<file path="src/rtl/ram_ctrl_pkg.sv">
// Shared definitions for the block-RAM controller: state encoding, default widths
// and the power-on fill pattern, also usable by a RAM golden model.
package ram_ctrl_pkg;

  localparam int unsigned DEF_ADDR_W    = 8;
  localparam int unsigned DEF_DATA_W    = 16;
  localparam logic [15:0] DEF_INIT_BASE = 16'h55FF;
  localparam int unsigned DEF_INIT_STEP = 1;

  typedef enum logic [2:0] {
    IDLE,
    RD_ADDR,
    RD_DATA,
    WR,
    INIT
  } state_e;

  // Power-on word for a given address; wraps modulo 2**DEF_DATA_W.
  function automatic logic [DEF_DATA_W-1:0] init_word(input logic [DEF_ADDR_W-1:0] a);
    return DEF_INIT_BASE - DEF_DATA_W'(DEF_INIT_STEP) * DEF_DATA_W'(a);
  endfunction

endpackage

</file>
<file path="src/rtl/ram_ctrl_if.sv">
// CPU-side load/store handshake between the datapath (master) and ram_ctrl (slave).
interface ram_ctrl_if
  import ram_ctrl_pkg::*;
#(
  parameter int unsigned ADDR_W = DEF_ADDR_W,
  parameter int unsigned DATA_W = DEF_DATA_W
);

  logic              req;
  logic              rw;
  logic [ADDR_W-1:0] addr;
  logic [DATA_W-1:0] wdata;
  logic [DATA_W-1:0] rdata;
  logic              ack;

  modport master (
    output req,
    output rw,
    output addr,
    output wdata,
    input  rdata,
    input  ack
  );

  modport slave (
    input  req,
    input  rw,
    input  addr,
    input  wdata,
    output rdata,
    output ack
  );

endinterface

</file>
<file path="src/rtl/ram_init_seq.sv">
// Re-initialisation sweep sequencer: address counter, decrementing data generator
// and terminal-count detection for the block-RAM fill.
module ram_init_seq
  import ram_ctrl_pkg::*;
#(
  parameter int unsigned       ADDR_W    = DEF_ADDR_W,
  parameter int unsigned       DATA_W    = DEF_DATA_W,
  parameter logic [DATA_W-1:0] INIT_BASE = DATA_W'(DEF_INIT_BASE),
  parameter int unsigned       INIT_STEP = DEF_INIT_STEP
) (
  input  logic              clk,
  input  logic              reset,
  input  logic              start,
  output logic              active,
  output logic              last,
  output logic [ADDR_W-1:0] nxt_addr,
  output logic [DATA_W-1:0] nxt_data
);

  logic [ADDR_W-1:0] cnt_q, cnt_d;
  logic              active_q, active_d;

  // cnt_q tracks the address currently presented to the RAM during the sweep.
  assign nxt_addr = cnt_q + 1'b1;
  assign nxt_data = INIT_BASE - DATA_W'(INIT_STEP) * DATA_W'(nxt_addr);
  assign last     = active_q && (cnt_q == '1);
  assign active   = active_q;

  always_comb begin
    cnt_d    = cnt_q;
    active_d = active_q;
    if (start) begin
      cnt_d    = '0;
      active_d = 1'b1;
    end else if (active_q) begin
      cnt_d = nxt_addr;
      if (last) begin
        active_d = 1'b0;
      end
    end
  end

  always_ff @(posedge clk) begin
    if (reset) begin
      cnt_q    <= '0;
      active_q <= 1'b0;
    end else begin
      cnt_q    <= cnt_d;
      active_q <= active_d;
    end
  end

endmodule

</file>
<file path="src/rtl/ram_ctrl.sv">
// Single-master controller for a synchronous single-port block RAM: sequences CPU
// loads/stores, absorbs the 1-cycle read latency and runs the re-init sweep.
module ram_ctrl
  import ram_ctrl_pkg::*;
#(
  parameter int unsigned       ADDR_W    = DEF_ADDR_W,
  parameter int unsigned       DATA_W    = DEF_DATA_W,
  parameter logic [DATA_W-1:0] INIT_BASE = DATA_W'(DEF_INIT_BASE),
  parameter int unsigned       INIT_STEP = DEF_INIT_STEP
) (
  input  logic              clk,
  input  logic              reset,
  ram_ctrl_if.slave         cpu,
  output logic              busy,
  input  logic              init_start,
  output logic              init_done,
  output logic              ram_we,
  output logic [ADDR_W-1:0] ram_addr,
  output logic [DATA_W-1:0] ram_din,
  input  logic [DATA_W-1:0] ram_dout
);

  state_e            state_q, state_d;
  logic [ADDR_W-1:0] ram_addr_q, ram_addr_d;
  logic [DATA_W-1:0] ram_din_q, ram_din_d;
  logic              ram_we_q, ram_we_d;
  logic [DATA_W-1:0] rdata_q, rdata_d;
  logic              ack_q, ack_d;
  logic              init_done_q, init_done_d;

  logic              init_go;
  logic              init_active;
  logic              init_last;
  logic [ADDR_W-1:0] init_addr;
  logic [DATA_W-1:0] init_data;

  ram_init_seq #(
    .ADDR_W    (ADDR_W),
    .DATA_W    (DATA_W),
    .INIT_BASE (INIT_BASE),
    .INIT_STEP (INIT_STEP)
  ) u_init_seq (
    .clk      (clk),
    .reset    (reset),
    .start    (init_go),
    .active   (init_active),
    .last     (init_last),
    .nxt_addr (init_addr),
    .nxt_data (init_data)
  );

  always_comb begin
    state_d     = state_q;
    ram_addr_d  = ram_addr_q;
    ram_din_d   = ram_din_q;
    ram_we_d    = 1'b0;
    rdata_d     = rdata_q;
    ack_d       = 1'b0;
    init_done_d = 1'b0;
    init_go     = 1'b0;

    case (state_q)
      IDLE: begin
        // init_start wins over a simultaneous req; the req stays pending.
        if (init_start) begin
          init_go    = 1'b1;
          ram_addr_d = '0;
          ram_din_d  = INIT_BASE;
          ram_we_d   = 1'b1;
          state_d    = INIT;
        end else if (cpu.req) begin
          ram_addr_d = cpu.addr;
          if (cpu.rw) begin
            ram_din_d = cpu.wdata;
            ram_we_d  = 1'b1;
            state_d   = WR;
          end else begin
            state_d = RD_ADDR;
          end
        end
      end

      WR: begin
        ack_d   = 1'b1;
        state_d = IDLE;
      end

      RD_ADDR: begin
        state_d = RD_DATA;
      end

      RD_DATA: begin
        rdata_d = ram_dout;
        ack_d   = 1'b1;
        state_d = IDLE;
      end

      INIT: begin
        // The last word is written at this edge; the counter wraps to zero.
        if (init_last) begin
          ram_addr_d  = init_addr;
          init_done_d = 1'b1;
          state_d     = IDLE;
        end else if (init_active) begin
          ram_addr_d = init_addr;
          ram_din_d  = init_data;
          ram_we_d   = 1'b1;
        end else begin
          state_d = IDLE;
        end
      end

      default: begin
        state_d = IDLE;
      end
    endcase
  end

  always_ff @(posedge clk) begin
    if (reset) begin
      state_q     <= IDLE;
      ram_addr_q  <= '0;
      ram_din_q   <= '0;
      ram_we_q    <= 1'b0;
      rdata_q     <= '0;
      ack_q       <= 1'b0;
      init_done_q <= 1'b0;
    end else begin
      state_q     <= state_d;
      ram_addr_q  <= ram_addr_d;
      ram_din_q   <= ram_din_d;
      ram_we_q    <= ram_we_d;
      rdata_q     <= rdata_d;
      ack_q       <= ack_d;
      init_done_q <= init_done_d;
    end
  end

  assign ram_addr  = ram_addr_q;
  assign ram_din   = ram_din_q;
  assign ram_we    = ram_we_q;
  assign cpu.rdata = rdata_q;
  assign cpu.ack   = ack_q;
  assign init_done = init_done_q;
  assign busy      = (state_q != IDLE);

  ack_done_excl: assert property (@(posedge clk) disable iff (reset)
    !(ack_q && init_done_q));

  ack_single_pulse: assert property (@(posedge clk) disable iff (reset)
    ack_q |=> !ack_q);

  done_single_pulse: assert property (@(posedge clk) disable iff (reset)
    init_done_q |=> !init_done_q);

endmodule

</file>
<file path="src/flat_wrapper.sv">
// flat-port wrapper written by rule: the top's interface ports become plain ports
module ram_ctrl_flat import ram_ctrl_pkg::*;
#(
  parameter int unsigned       ADDR_W    = DEF_ADDR_W,
  parameter int unsigned       DATA_W    = DEF_DATA_W,
  parameter logic [DATA_W-1:0] INIT_BASE = DATA_W'(DEF_INIT_BASE),
  parameter int unsigned       INIT_STEP = DEF_INIT_STEP
)
  (clk, reset, busy, init_start, init_done, ram_we, ram_addr, ram_din, ram_dout, cpu_req, cpu_rw, cpu_addr, cpu_wdata, cpu_rdata, cpu_ack);
  ram_ctrl_if #(.ADDR_W(ADDR_W), .DATA_W(DATA_W)) cpu_i ();
  input  logic clk;
  input  logic reset;
  output logic busy;
  input  logic init_start;
  output logic init_done;
  output logic ram_we;
  output logic [ADDR_W-1:0] ram_addr;
  output logic [DATA_W-1:0] ram_din;
  input  logic [DATA_W-1:0] ram_dout;
  input wire logic [$bits(cpu_i.req)-1:0] cpu_req;
  input wire logic [$bits(cpu_i.rw)-1:0] cpu_rw;
  input wire logic [$bits(cpu_i.addr)-1:0] cpu_addr;
  input wire logic [$bits(cpu_i.wdata)-1:0] cpu_wdata;
  output wire logic [$bits(cpu_i.rdata)-1:0] cpu_rdata;
  output wire logic [$bits(cpu_i.ack)-1:0] cpu_ack;
  assign cpu_i.req = cpu_req;
  assign cpu_i.rw = cpu_rw;
  assign cpu_i.addr = cpu_addr;
  assign cpu_i.wdata = cpu_wdata;
  assign cpu_rdata = cpu_i.rdata;
  assign cpu_ack = cpu_i.ack;
  ram_ctrl #(.ADDR_W(ADDR_W), .DATA_W(DATA_W), .INIT_BASE(INIT_BASE), .INIT_STEP(INIT_STEP)) u_core (.clk(clk), .reset(reset), .cpu(cpu_i), .busy(busy), .init_start(init_start), .init_done(init_done), .ram_we(ram_we), .ram_addr(ram_addr), .ram_din(ram_din), .ram_dout(ram_dout));
endmodule
</file>
<file path="config.mk">
export PLATFORM = sky130hd
export DESIGN_NAME = ram_ctrl_flat
export DESIGN_NICKNAME = d
export VERILOG_FILES = /design/src/rtl/ram_ctrl_pkg.sv /design/src/rtl/ram_ctrl_if.sv /design/src/rtl/ram_init_seq.sv /design/src/rtl/ram_ctrl.sv /design/src/flat_wrapper.sv
export SDC_FILE = /design/constraint.sdc
export NUM_CORES = 1
export LEC_CHECK = 0
export ABC_AREA = 1
export BUFFER_PORTS_ARGS = -buffer_cell sky130_fd_sc_hd__buf_2
export CAP_MARGIN = 20
export CORE_MARGIN = 3
export CORE_UTILIZATION = 45
export DETAILED_ROUTE_END_ITERATION = 16
export PLACE_DENSITY = 0.74
export SETUP_SLACK_MARGIN = 0.3
export SYNTH_ARGS = -nofsm -noshare
export SYNTH_HDL_FRONTEND = slang
export SYNTH_HIERARCHICAL = 1
export SYNTH_SLANG_ARGS = --single-unit
</file>
<file path="constraint.sdc">
create_clock -name clk -period 2.15 [get_ports clk]
set_clock_uncertainty 0.1 [all_clocks]
set_input_delay 0.43 -clock clk [delete_from_list [all_inputs] [get_ports clk]]
set_output_delay 0.43 -clock clk [all_outputs]
set_load 0.1 [all_outputs]
</file>
# After elaboration in Yosys (flattened, before gate mapping)
# Cells that the tools add are included.
word_totals:
  wordCells: 63
  output_inout_bits: 44
  register_bits: 55
op_classes:
  addsub: 2
  reduce_logical: 10
  mux: 30
  bitwise_logic: 1
  n_eq_ne: 11
ops:
  columns: ["cell", "n"]
  rows:
  - ["16-bit two-way mux", 5]
  - ["8-bit two-way mux", 4]
  - ["16-bit case mux with 2 select lines", 1]
  - ["8-bit case mux with 2 select lines", 1]
  - ["15-bit by 8-bit subtractor with 16-bit output (first input constant)", 1]
  - ["1-bit two-way mux", 12]
  - ["3-bit two-way mux", 4]
  - ["3-bit case mux with 3 select lines", 1]
  - ["8-bit by 1-bit adder with 8-bit output (second input constant)", 1]
  - ["8-bit == test (second input constant)", 1]
  - ["3-bit by 2-bit == test with 1-bit output (second input constant)", 2]
  - ["3-bit by 2-bit != test with 1-bit output (second input constant)", 2]
  - ["3-bit != test (second input constant)", 2]
  - ["2-bit OR reduction", 3]
  - ["5-bit AND reduction", 1]
  - ["2-bit != test (second input constant)", 2]
  - ["3-bit by 1-bit == test with 1-bit output (second input constant)", 1]
  - ["3-bit == test (second input constant)", 1]
  - ["3-bit zero test", 1]
  - ["3-bit AND reduction", 1]
  - ["3-bit nonzero test", 1]
  - ["2-bit two-way mux", 1]
  - ["1-bit case mux with 2 select lines", 1]
  - ["2-bit AND reduction", 1]
  - ["3 further kinds", 3]

# Longest topological paths before layout
# Gate-level depths: netlist of the first run.
logic_depth:
  word_depth: 5
  ltp_mapped: 14
  depth_no_buf: 13

# Modules after synthesis
# Netlist of the first run, hierarchy kept.
by_module_without_submodules:
  columns: ["mod", "n_inst", "cells_per_inst", "area_per_inst_um2", "seq_area_each_um2"]
  rows:
  - ["ram_ctrl", 1, 384, 2443.6, 920.9]
  - ["ram_init_seq", 1, 95, 608.1, 180.2]

# Worst setup path before layout of the first run
# No wires, ideal clock.
synth_path:
  kind: "register to output"
  startpoint: "register u_core.state_q[2]"
  endpoint: "output busy"
  required_ps: 1620
  path_buffers: 1
  slack_ps: 442
  path_stages_with_launch: 4
  t_arrival_ps: 1178
  path_cell_list: "dfxtp_1 buf_2 nor3_1 inv_1"
synth_between:
  elab_chain_cells: 1
synth_lines:
  columns: ["element", "line_no", "source"]
  rows:
  - ["from (decl)", "ram_ctrl.sv:23", "state_e state_q, state_d;"]
  - ["from (signal assigned)", "ram_ctrl.sv:129", "state_q <= state_d;"]
  - ["3-bit nonzero test", "ram_ctrl.sv:145", "assign busy = (state_q != IDLE);"]
  - ["to (decl)", "flat_wrapper.sv:13", "output logic busy;"]
# Every way passes these cells.

# Worst setup path after layout of the first run
layout_path:
  startpoint: "register u_core.u_init_seq.cnt_q[0]"
  endpoint: "register u_core.ram_addr_q[6] (netlist: u_core/ram_addr[6])"
layout_between:
  elab_chain_cells: 4
layout_lines:
  columns: ["element", "line_no", "source"]
  rows:
  - ["from (decl)", "ram_init_seq.sv:20", "logic [ADDR_W-1:0] cnt_q, cnt_d;"]
  - ["from (signal assigned)", "ram_init_seq.sv:48", "cnt_q <= cnt_d;"]
  - ["8-bit == test (*)", "ram_init_seq.sv:26", "assign last = active_q && (cnt_q == '1);"]
  - ["1-bit logical AND (*)", "ram_init_seq.sv:26", null]
  - ["net u_core.init_last", "ram_ctrl.sv:33", "logic init_last;"]
  - ["3-bit by 2-bit != test with 1-bit output (no line) / 8-bit two-way mux (equally long branches)", null, null]
  - ["3-bit AND reduction (no line) / 8-bit case mux with 2 select lines (equally long branches)", null, null]
  - ["to (signal assigned)", "ram_ctrl.sv:130", "ram_addr_q <= ram_addr_d;"]
  - ["to (decl)", "ram_ctrl.sv:24", "logic [ADDR_W-1:0] ram_addr_q, ram_addr_d;"]
# Mark *: on every way through the listed nets, which the timed path passes. The rest lies on a longest branch. The select of a mux whose other input is x is not followed.
# A chain may end at the register's enable or synchronous reset.

==> results of run 1 <==
critical path: stages (launching register included):
cell and delay, ps:
dfxtp_4 390, ha_4 150, nand2_1 60, inv_2 80
nand3_2 120, nor2_4 150, inv_1 70, nand2_1 60
nand2_1 80, nand2_4 150, nand2_4 90, nand2_1 70
nand2_1 40, nor2_1 90
power by group through the flow:
stage	Sequential, mW	Clock [mW]	Combinational, mW
final	1.17	0.715	1.24
after global routing	1.18	0.764	1.34
after CTS	1.17	0.734	1.22
after detailed placement	1.19	0	1.21
after global placement	1.19	0	1.20
after floorplan	1.75	0	0.456
what timing repair did:
action                                  4_1_cts  5_1_grt
pin swaps                                     0        4
cloned                                        0        1
gates resized for setup                       3       17
endpoints found under the setup margin       11       23
layer usage:
layer	share of wire, %	wire length [um]	track usage, %
met1	45	3410	23.9
met2	48	3660	32.5
met3	4.2	314	3.35
met4	2.3	177	7.14
met5	0	0	0
cell type report:
| type | instances | area (um2) |
|---|---|---|
| clock inverter | 2 | 35.0 |
| multi-input combinational | 333 | 1590 |
| sequential | 55 | 1110 |
| inverter | 63 | 236 |
| clock buffer | 6 | 82.6 |
| tap | 77 | 96.3 |
| fill | 655 | 2750 |
| timing repair buffer | 100 | 558 |
synthesized netlist by cell type, types with 4 or more instances:
cell type  instances  share of area, %
a21oi_1           37               6.1
buf_2              8               1.3
buf_4             13               3.2
buf_6              4               1.5
clkbuf_1          10               1.2
dfxtp_1           55                36
inv_1             62               7.6
nand2_1          132                16
nand3_1           60               9.8
nand3b_1           4              0.98
nor2_1            54               6.6
or2_2             12               2.5
worst paths after layout:
kind,from,endpoint,slack [ps],cells past startpoint
setup / recovery,u_core/u_init_seq/cnt_q[0]$_SDFFE_PP0P_,u_core/ram_addr[6]$_SDFFE_PP0P_,390,13
hold / removal,reset,u_core/u_init_seq/active$_SDFF_PP0_,250,2
setup reg to reg,u_core/u_init_seq/cnt_q[0]$_SDFFE_PP0P_,u_core/ram_addr[6]$_SDFFE_PP0P_,390,13
hold reg to reg,u_core/cpu.rdata[13]$_SDFFE_PP0N_,u_core/cpu.rdata[13]$_SDFFE_PP0N_,370,2
sequential cells by signal, indices dropped and copies added (netlist names):
name / flops
u_core/ram_din: 16
u_core/u_init_seq/cnt_q: 8
u_core/init_done: 1
u_core/cpu.ack: 1
u_core/ram_addr: 8
u_core/cpu.rdata: 16
u_core/u_init_seq/active: 1
u_core/state_q: 3
u_core/ram_we: 1
through the flow:
step / area, um2 / total power [mW]
finish: 3710 / 3.13
global route: 3710 / 3.28
CTS: 3640 / 3.12
detailed placement: 3510 / 2.41
global placement: 3510 / 2.39
floorplan: 3070 / 2.20
logic make-up (layout without fill, tap and decap cells):
family | count (synthesis) | count (layout)
other | 2 | 8
AO/OA/AOI/OAI | 42 | 42
buffers and inverters | 98 | 171
flip-flops | 55 | 55
XOR/XNOR | 2 | 2
adder cells (fa/ha/maj) | 1 | 1
AND/OR/NAND/NOR | 279 | 280
==> results by group, run 1 <==
Floorplanning
  – I/O pin count: 89
  – Die Width: 88.4 um
  – Core footprint: around 0.0065 mm2
  – Starting Density: 47.2%
  – Die ar.: 0.00781 mm2
  – Row Count: 29
  – Die height: about 88 um

STA
  – Setup Viol. Count Final: 0
  – RSZ-0062 raised after global routing: false
  – Setup TNS: 0 ps
  – Hold slack: ~250 ps
  – Fin. max-slew vios: 0
  – Hold Violations, Final: 0
  – FMAX: 568 MHz
  – Setup ws final: 390 ps
  – Tmin final: 1760 ps
  – Fin crit share: 81.9%

Critical path
  – CP arrival: between 1500 and 2000 ps
  – Kind of critical path: reg -> reg
  – Worst Setup Start Kind: flop
  – CP endpoint kind: flop
  – Critical Path RT: ~2300 ps
  – Crit path max fanout: 8

Clocking
  – Num CTS Buffers: 5
  – Max clock buf depth: 2
  – Hold-fix buffer count after cts: 0
  – CTS tree: done
  – Max H-tree Level: 2
  – Clk_lat worst skew: 310 ps
  – CTS Sinks: 55
  – Worst-path clk slew: 100 ps
  – # Post-CTS Setup Buffers: 0
  – CTS root buf: clkbuf_8

Power and ir drop
  – Comb pwr share: 39.7%
  – Pwr per Cell Area: 844 mW/mm2
  – P_int: between 1.5 and 2 mW
  – Switching share of total power: a little over two fifths
  – Power share of the clock group: 22.9%
  – NetSw: 1.36 mW
  – Peak supply drop: 0.000371 V
  – Reg power frac: 37.5%
  – Leak pwr: between 1.5 and 2 nW

Routing
  – Wire per inst: 11.9 um
  – Vias after detailed routing: 3056
  – 1st-iter DRT viols: between 200 and 250
  – Routed Antenna Nets: 0
  – DRC viols: 0
  – Final wirelength: 7560 um
  – Via-to-Cell Ratio: 4.81
  – DR pass1 iterations: 4

Global route
  – Vias in the first global route: 2765
  – Largest net degree at the start of global routing: 31
  – Initial antenna violation count: 0
  – GR Overflow Total: 0
  – First-pass GRT wire length: between 10000 and 15000 um
  – Tot GR Track Use: 19.0%

Final layout
  – Post-route insts no fill: roughly 640
  – Layout area overhead: 21.5%
  – Antenna diodes: 0
  – Commonest non-fill, non-tap cells in the layout: nand2_1, buf_2, inv_1, nand3_1, nor2_1
  – Commonest non-fill, non-tap cell in the layout: nand2_1
  – Post-layout util: around 57%
  – Share of cells above drive strength 1: 25.9%
  – Layout net count: 604

Synth
  – Sequential share of the synthesized area: 36.1%
  – Xor and xnor area share after synthesis: less than 1%
  – Post-synth EDFFs: 0
  – Async set-reset flop share out of synthesis: 0%
  – Main synth FF type: dfxtp_1
  – Simple-gate area share of the yosys netlist: approximately two fifths
  – Compound-gate portion of the synthesized area: 6.89%
  – Ys Warns: 6
  – Mean Syn Cell Area: 6.37 um2
  – Adder-Cell Fraction of Synth Area: 0.410%
  – Unique cell type count in the Yosys netlist: 27
  – Largest family of logic cells by synthesized area: simple AND/OR/NAND/NOR gates
  – Multiplexer share of the synthesized area: 0%
  – Yosys reg bits: 55
  – Post-Synthesis Cells: 479
  – Cell Area, Synth: 0.00305 mm2

Placement
  – Place WS: 303 ps
  – Placed Cells: 627
  – Port Buffers: 88
  – Routability cong.: 0.917
  – Dpl hpwl: between 5000 and 6000 um

Run
  – Max Cap Viol: 0

Min path
  – Worst Hold Class: in -> reg

Outcome
  – Status: finished clean
Power figures use the tool's default switching activity.
==> run 2, diff against run 1 <==
==> constraint.sdc (replaced) <==
create_clock -name clk -period 1.8 [get_ports clk]
set_clock_uncertainty 0.1 [all_clocks]
set_input_delay 0.36 -clock clk [delete_from_list [all_inputs] [get_ports clk]]
set_output_delay 0.36 -clock clk [all_outputs]
set_load 0.1 [all_outputs]
==> results by group, run 2 (synthesis gave the netlist of run 1 again) <==
Final layout
  – Antenna diodes: 0
  – Commonest non-fill, non-tap cells in the layout: nand2_1, buf_4, inv_1, nor2_1, dfxtp_1
  – Post-route insts no fill: roughly 660
  – Commonest non-fill, non-tap cell in the layout: nand2_1
  – Layout area overhead: 37.7%
  – Share of cells above drive strength 1: 36.5%
  – Layout net count: around 630
  – Post-route cell area: ~0.0042 mm2

Global route
  – First-pass GRT wire length: between 10000 and 15000 um
  – Tot GR Track Use: 21.1%
  – Initial antenna violation count: 0
  – Largest net degree at the start of global routing: 27
  – Vias in the first global route: 2911
  – GR Overflow Total: 0

Critical path
  – Slowest cell on crit path: dfxtp_4
  – Buffers and inverters on the worst path: 3
  – Crit path max fanout: 7
  – Critical path cell sequence: ha_4 > nand2_2 > inv_2 > nand3_4 > nor2_4 > nor2_2 > nand3_4 > buf_4 > buf_6 > nand3_2 > nor2_1
  – CP arrival: 1800 ps
  – Critical Path RT: 1910 ps
  – CP endpoint kind: flop
  – Cell mode on critical path: nand3_4
  – Max stage delay on crit path: 370 ps
  – Worst Setup Start Kind: flop
  – CP delay by family, top: simple AND/OR/NAND/NOR gates
  – Kind of critical path: reg -> reg

Placement
  – Port Buffers: 88
  – Placed Cells: between 600 and 700
  – Routability cong.: just over 0.9
  – Placed cell areas: 0.00361 mm2
  – Dpl hpwl: roughly 5500 um

Routing
  – 1st-iter DRT viols: about 190
  – DRC viols: 0
  – Via-to-Cell Ratio: 4.90
  – Wire per inst: 12.6 um
  – DR pass1 iterations: 4
  – Vias after detailed routing: 3225
  – Final wirelength: slightly above 8000 um
  – Routed Antenna Nets: 0

Run
  – Max Cap Viol: 0

STA
  – Setup Viol. Count Final: 0
  – Slew HR: a little under half
  – Worst-margin pin slew: roughly 790 ps
  – Tmin final: ~1700 ps
  – Hold Violations, Final: 0
  – RSZ-0062 raised after global routing: true
  – Setup TNS: 0 ps
  – Fin. max-slew vios: 0
  – Fin crit share: between 90% and 100%
  – FMAX: approximately 590 MHz

Clocking
  – CTS Sinks: 55
  – Clk_lat worst skew: 330 ps
  – Worst-path clk slew: 110 ps
  – Max H-tree Level: 2
  – Num CTS Buffers: 5
  – Hold-fix buffer count after cts: 0
  – CTS tree: done
  – CTS root buf: clkbuf_8
  – Max clock buf depth: 2

Power and ir drop
  – Peak supply drop: roughly 0.00055 V
  – Pwr per Cell Area: 928 mW/mm2
  – Leak pwr: 2.16 nW

Floorplanning
  – Core footprint: ~0.0065 mm2
  – Die ar.: just under 0.008 mm2
  – Die Width: 88.4 um
  – Starting Density: a little under half
  – Row Count: 29
  – Die height: 88.4 um
  – I/O pin count: 89

Min path
  – Worst Hold Class: in -> reg

Outcome
  – Status: finished clean
-- run 2: through the flow --
step           setup WS [ps]  hold WS [ps]  util [%]  power, mW
2_1_floorplan            225           329         -       2.66
3_3_place_gp            66.2           345      55.8       2.89
3_5_place_dp            23.7           350      55.8       2.92
4_1_cts                  131           185      63.7       3.88
5_1_grt                 23.8           201      65.1       4.08
6_report                 112           194      65.1       3.90
-- run 2: metal layers --
layer  share of wire, %  vias to the layer above  routed length, um  track usage, %
li1                   -                     1655                  -               -
met1                 43                     1465               3540            25.8
met2                 50                       94               4150            38.3
met3                5.6                       11                468            3.45
met4                1.6                        0                133            5.63
met5                  0                        -                  0               0
-- run 2: worst paths after layout --
path | cells after the start | start | slack [ps] | endpoint
max reg2reg | 11 | u_core/u_init_seq/cnt_q[1]$_SDFFE_PP0P_ | 110 | u_core/state_q[1]$_SDFFE_PP0P_
max | 11 | u_core/u_init_seq/cnt_q[1]$_SDFFE_PP0P_ | 110 | u_core/state_q[1]$_SDFFE_PP0P_
min reg2reg | 2 | u_core/cpu.rdata[1]$_SDFFE_PP0N_ | 370 | u_core/cpu.rdata[1]$_SDFFE_PP0N_
min | 3 | ram_dout[8] | 190 | u_core/cpu.rdata[8]$_SDFFE_PP0N_
-- run 2: worst reg2reg max path, stage by stage (launching register included) --
cell and delay [ps]:
dfxtp_4 370, ha_4 160, nand2_2 50, inv_2 50
nand3_4 60, nor2_4 50, nor2_2 130, nand3_4 190
buf_4 200, buf_6 120, nand3_2 50, nor2_1 50
-- run 2: timing repair --
| action | in CTS | in global routing |
|---|---|---|
| cloned | 2 | 0 |
| pin swaps | 27 | 14 |
| setup endpoints to repair | 75 | 50 |
| endpoints found under the hold margin | 0 | 0 |
| resized for setup | 83 | 17 |
| setup buffers | 12 | 4 |
-- run 2: power breakdown --
part / internal, mW / switching [mW]
Combinational: 0.464 / 1.24
Sequential: 1.33 / 0.0668
Clock: 0.364 / 0.438
Total: 2.16 / 1.74
-- run 2: layout make-up --
class                   count  area [um2]
clock buffers               6        93.8
clock inverters             2        16.3
fillers                   554        2260
inverters                  63         236
multi-input cells         333        1760
flip-flops and latches     55        1120
well taps                  77        96.3
repair buffers            122         882
==> run 3, diff against run 2 <==
--- a/config.mk
+++ b/config.mk
@@ -8,6 +8,7 @@
 export ABC_AREA = 1
 export BUFFER_PORTS_ARGS = -buffer_cell sky130_fd_sc_hd__buf_2
 export CAP_MARGIN = 20
+export CORE_ASPECT_RATIO = 1.4
 export CORE_MARGIN = 3
 export CORE_UTILIZATION = 45
 export DETAILED_ROUTE_END_ITERATION = 16
==> results by group, run 3 (synthesis gave the netlist of run 1 again) <==
Power and ir drop
  – NetSw: around 1.7 mW
  – Leak pwr: 2.14 nW
  – Peak supply drop: between 0.0005 and 0.0006 V
  – Reg power frac: 36.9%
  – Switching share of total power: 45.5%
  – Power share of the clock group: 18.1%
  – P_int: between 2 and 2.5 mW
  – Comb pwr share: 45.1%
  – Pwr per Cell Area: around 900 mW/mm2

Final layout
  – Share of cells above drive strength 1: 36.5%
  – Commonest non-fill, non-tap cell in the layout: nand2_1
  – Post-route insts no fill: 655
  – Layout net count: about 630
  – Commonest non-fill, non-tap cells in the layout: nand2_1, buf_4, inv_1, nand3_1, nor2_1
  – Antenna diodes: 0
  – Layout area overhead: 37.3%
  – Post-route cell area: 0.00419 mm2

Clocking
  – Worst-path clk slew: 100 ps
  – Max clock buf depth: 2
  – CTS root buf: clkbuf_8
  – CTS Sinks: 55
  – Max H-tree Level: 2
  – Num CTS Buffers: 5
  – Clk_lat worst skew: approximately 310 ps
  – CTS tree: done

Min path
  – Worst Hold Class: in -> reg

Critical path
  – CP endpoint kind: flop
  – Kind of critical path: reg -> reg
  – Worst Setup Start Kind: flop
  – Critical Path RT: 1940 ps
  – CP arrival: around 1900 ps
  – Crit path max fanout: 8

Run
  – Max Cap Viol: 0

Floorplanning
  – Row Count: 34
  – Die Width: 75.6 um
  – I/O pin count: slightly below 90
  – Core footprint: about 0.0064 mm2
  – Die height: 103 um
  – Starting Density: a little under half
  – Die ar.: 0.00782 mm2

Routing
  – 1st-iter DRT viols: approximately 150
  – Routed Antenna Nets: 0
  – DR pass1 iterations: 4
  – Via-to-Cell Ratio: between 4 and 5
  – Wire per inst: 13.1 um
  – Final wirelength: ~8600 um
  – DRC viols: 0
  – Vias after detailed routing: 3264

STA
  – Fin crit share: 95.9%
  – Hold Violations, Final: 0
  – FMAX: between 500 and 600 MHz
  – Setup Viol. Count Final: 0
  – Setup TNS: 0 ps
  – RSZ-0062 raised after global routing: true
  – Fin. max-slew vios: 0
  – Tmin final: 1730 ps

Global route
  – First-pass GRT wire length: 12900 um
  – GR Overflow Total: 0
  – Tot GR Track Use: 21.0%
  – Initial antenna violation count: 0
  – Largest net degree at the start of global routing: 26
  – Vias in the first global route: 2918

Placement
  – Routability cong.: 0.920
  – Placed Cells: 630
  – Port Buffers: 88
  – Placed cell areas: 0.00361 mm2
  – Dpl hpwl: 5640 um

Outcome
  – Status: finished clean
run 3: final timing paths:
kind	startpoint	to	slack, ps	cells after the start
worst max register to register	u_core/u_init_seq/cnt_q[1]$_SDFFE_PP0P_	u_core/state_q[0]$_SDFFE_PP0P_	70	10
worst min register to register	u_core/cpu.rdata[8]$_SDFFE_PP0N_	u_core/cpu.rdata[8]$_SDFFE_PP0N_	370	2
worst min-delay path	reset	u_core/init_done$_SDFF_PP0_	180	2
worst max-delay path	u_core/u_init_seq/cnt_q[1]$_SDFFE_PP0P_	u_core/state_q[0]$_SDFFE_PP0P_	70	10
run 3: final cells by class:
type / instances / area [um2]
clock inverters: 3 / 20.0
flip-flops and latches: 55 / 1120
inverters: 63 / 243
multi-input cells: 333 / 1760
well taps: 72 / 90.1
clock buffers: 5 / 68.8
repair buffers: 124 / 888
fillers: 554 / 2190
run 3: power groups by stage:
stage / sequential [mW] / clock (mW) / combinational (mW)
CTS: 1.40 / 0.703 / 1.64
global placement: 1.42 / 0 / 1.49
floorplan: 2.09 / 0 / 0.568
global route: 1.41 / 0.745 / 1.81
finish: 1.40 / 0.684 / 1.71
detailed placement: 1.42 / 0 / 1.50
run 3: metrics by stage:
step / setup WS [ps] / power (mW) / util (%) / hold slack [ps]
2_1_floorplan: 225 / 2.66 / - / 329
3_3_place_gp: 58.5 / 2.91 / 56.6 / 346
3_5_place_dp: 28.8 / 2.93 / 56.6 / 350
4_1_cts: 157 / 3.74 / 63.5 / 175
5_1_grt: 8.53 / 3.97 / 65.6 / 185
6_report: 74.6 / 3.78 / 65.6 / 178
run 3: what timing repair did:
action | CTS | global route
pin swaps | 15 | 13
hold buffers | 0 | 0
resized for setup | 82 | 26
setup endpoints to repair | 81 | 50
cloned | 2 | 1
setup buffers | 13 | 1
run 3: critical path, stage by stage, from the launching register on:
cell	delay, ps
dfxtp_4	370
ha_4	130
nand2_2	50
inv_2	60
nand3_2	100
nor2_4	190
nor2_4	50
nand3_4	180
buf_6	170
nand4_1	110
nor2_1	130
run 3: layer usage:
metal  GRT usage [%]  up-vias  part of all wire [%]
met5               0        -                     0
met4            8.34        0                   3.4
met3            3.29       23                   4.5
met2            37.9      101                    51
met1            24.1     1480                    41
li1                -     1660                     -
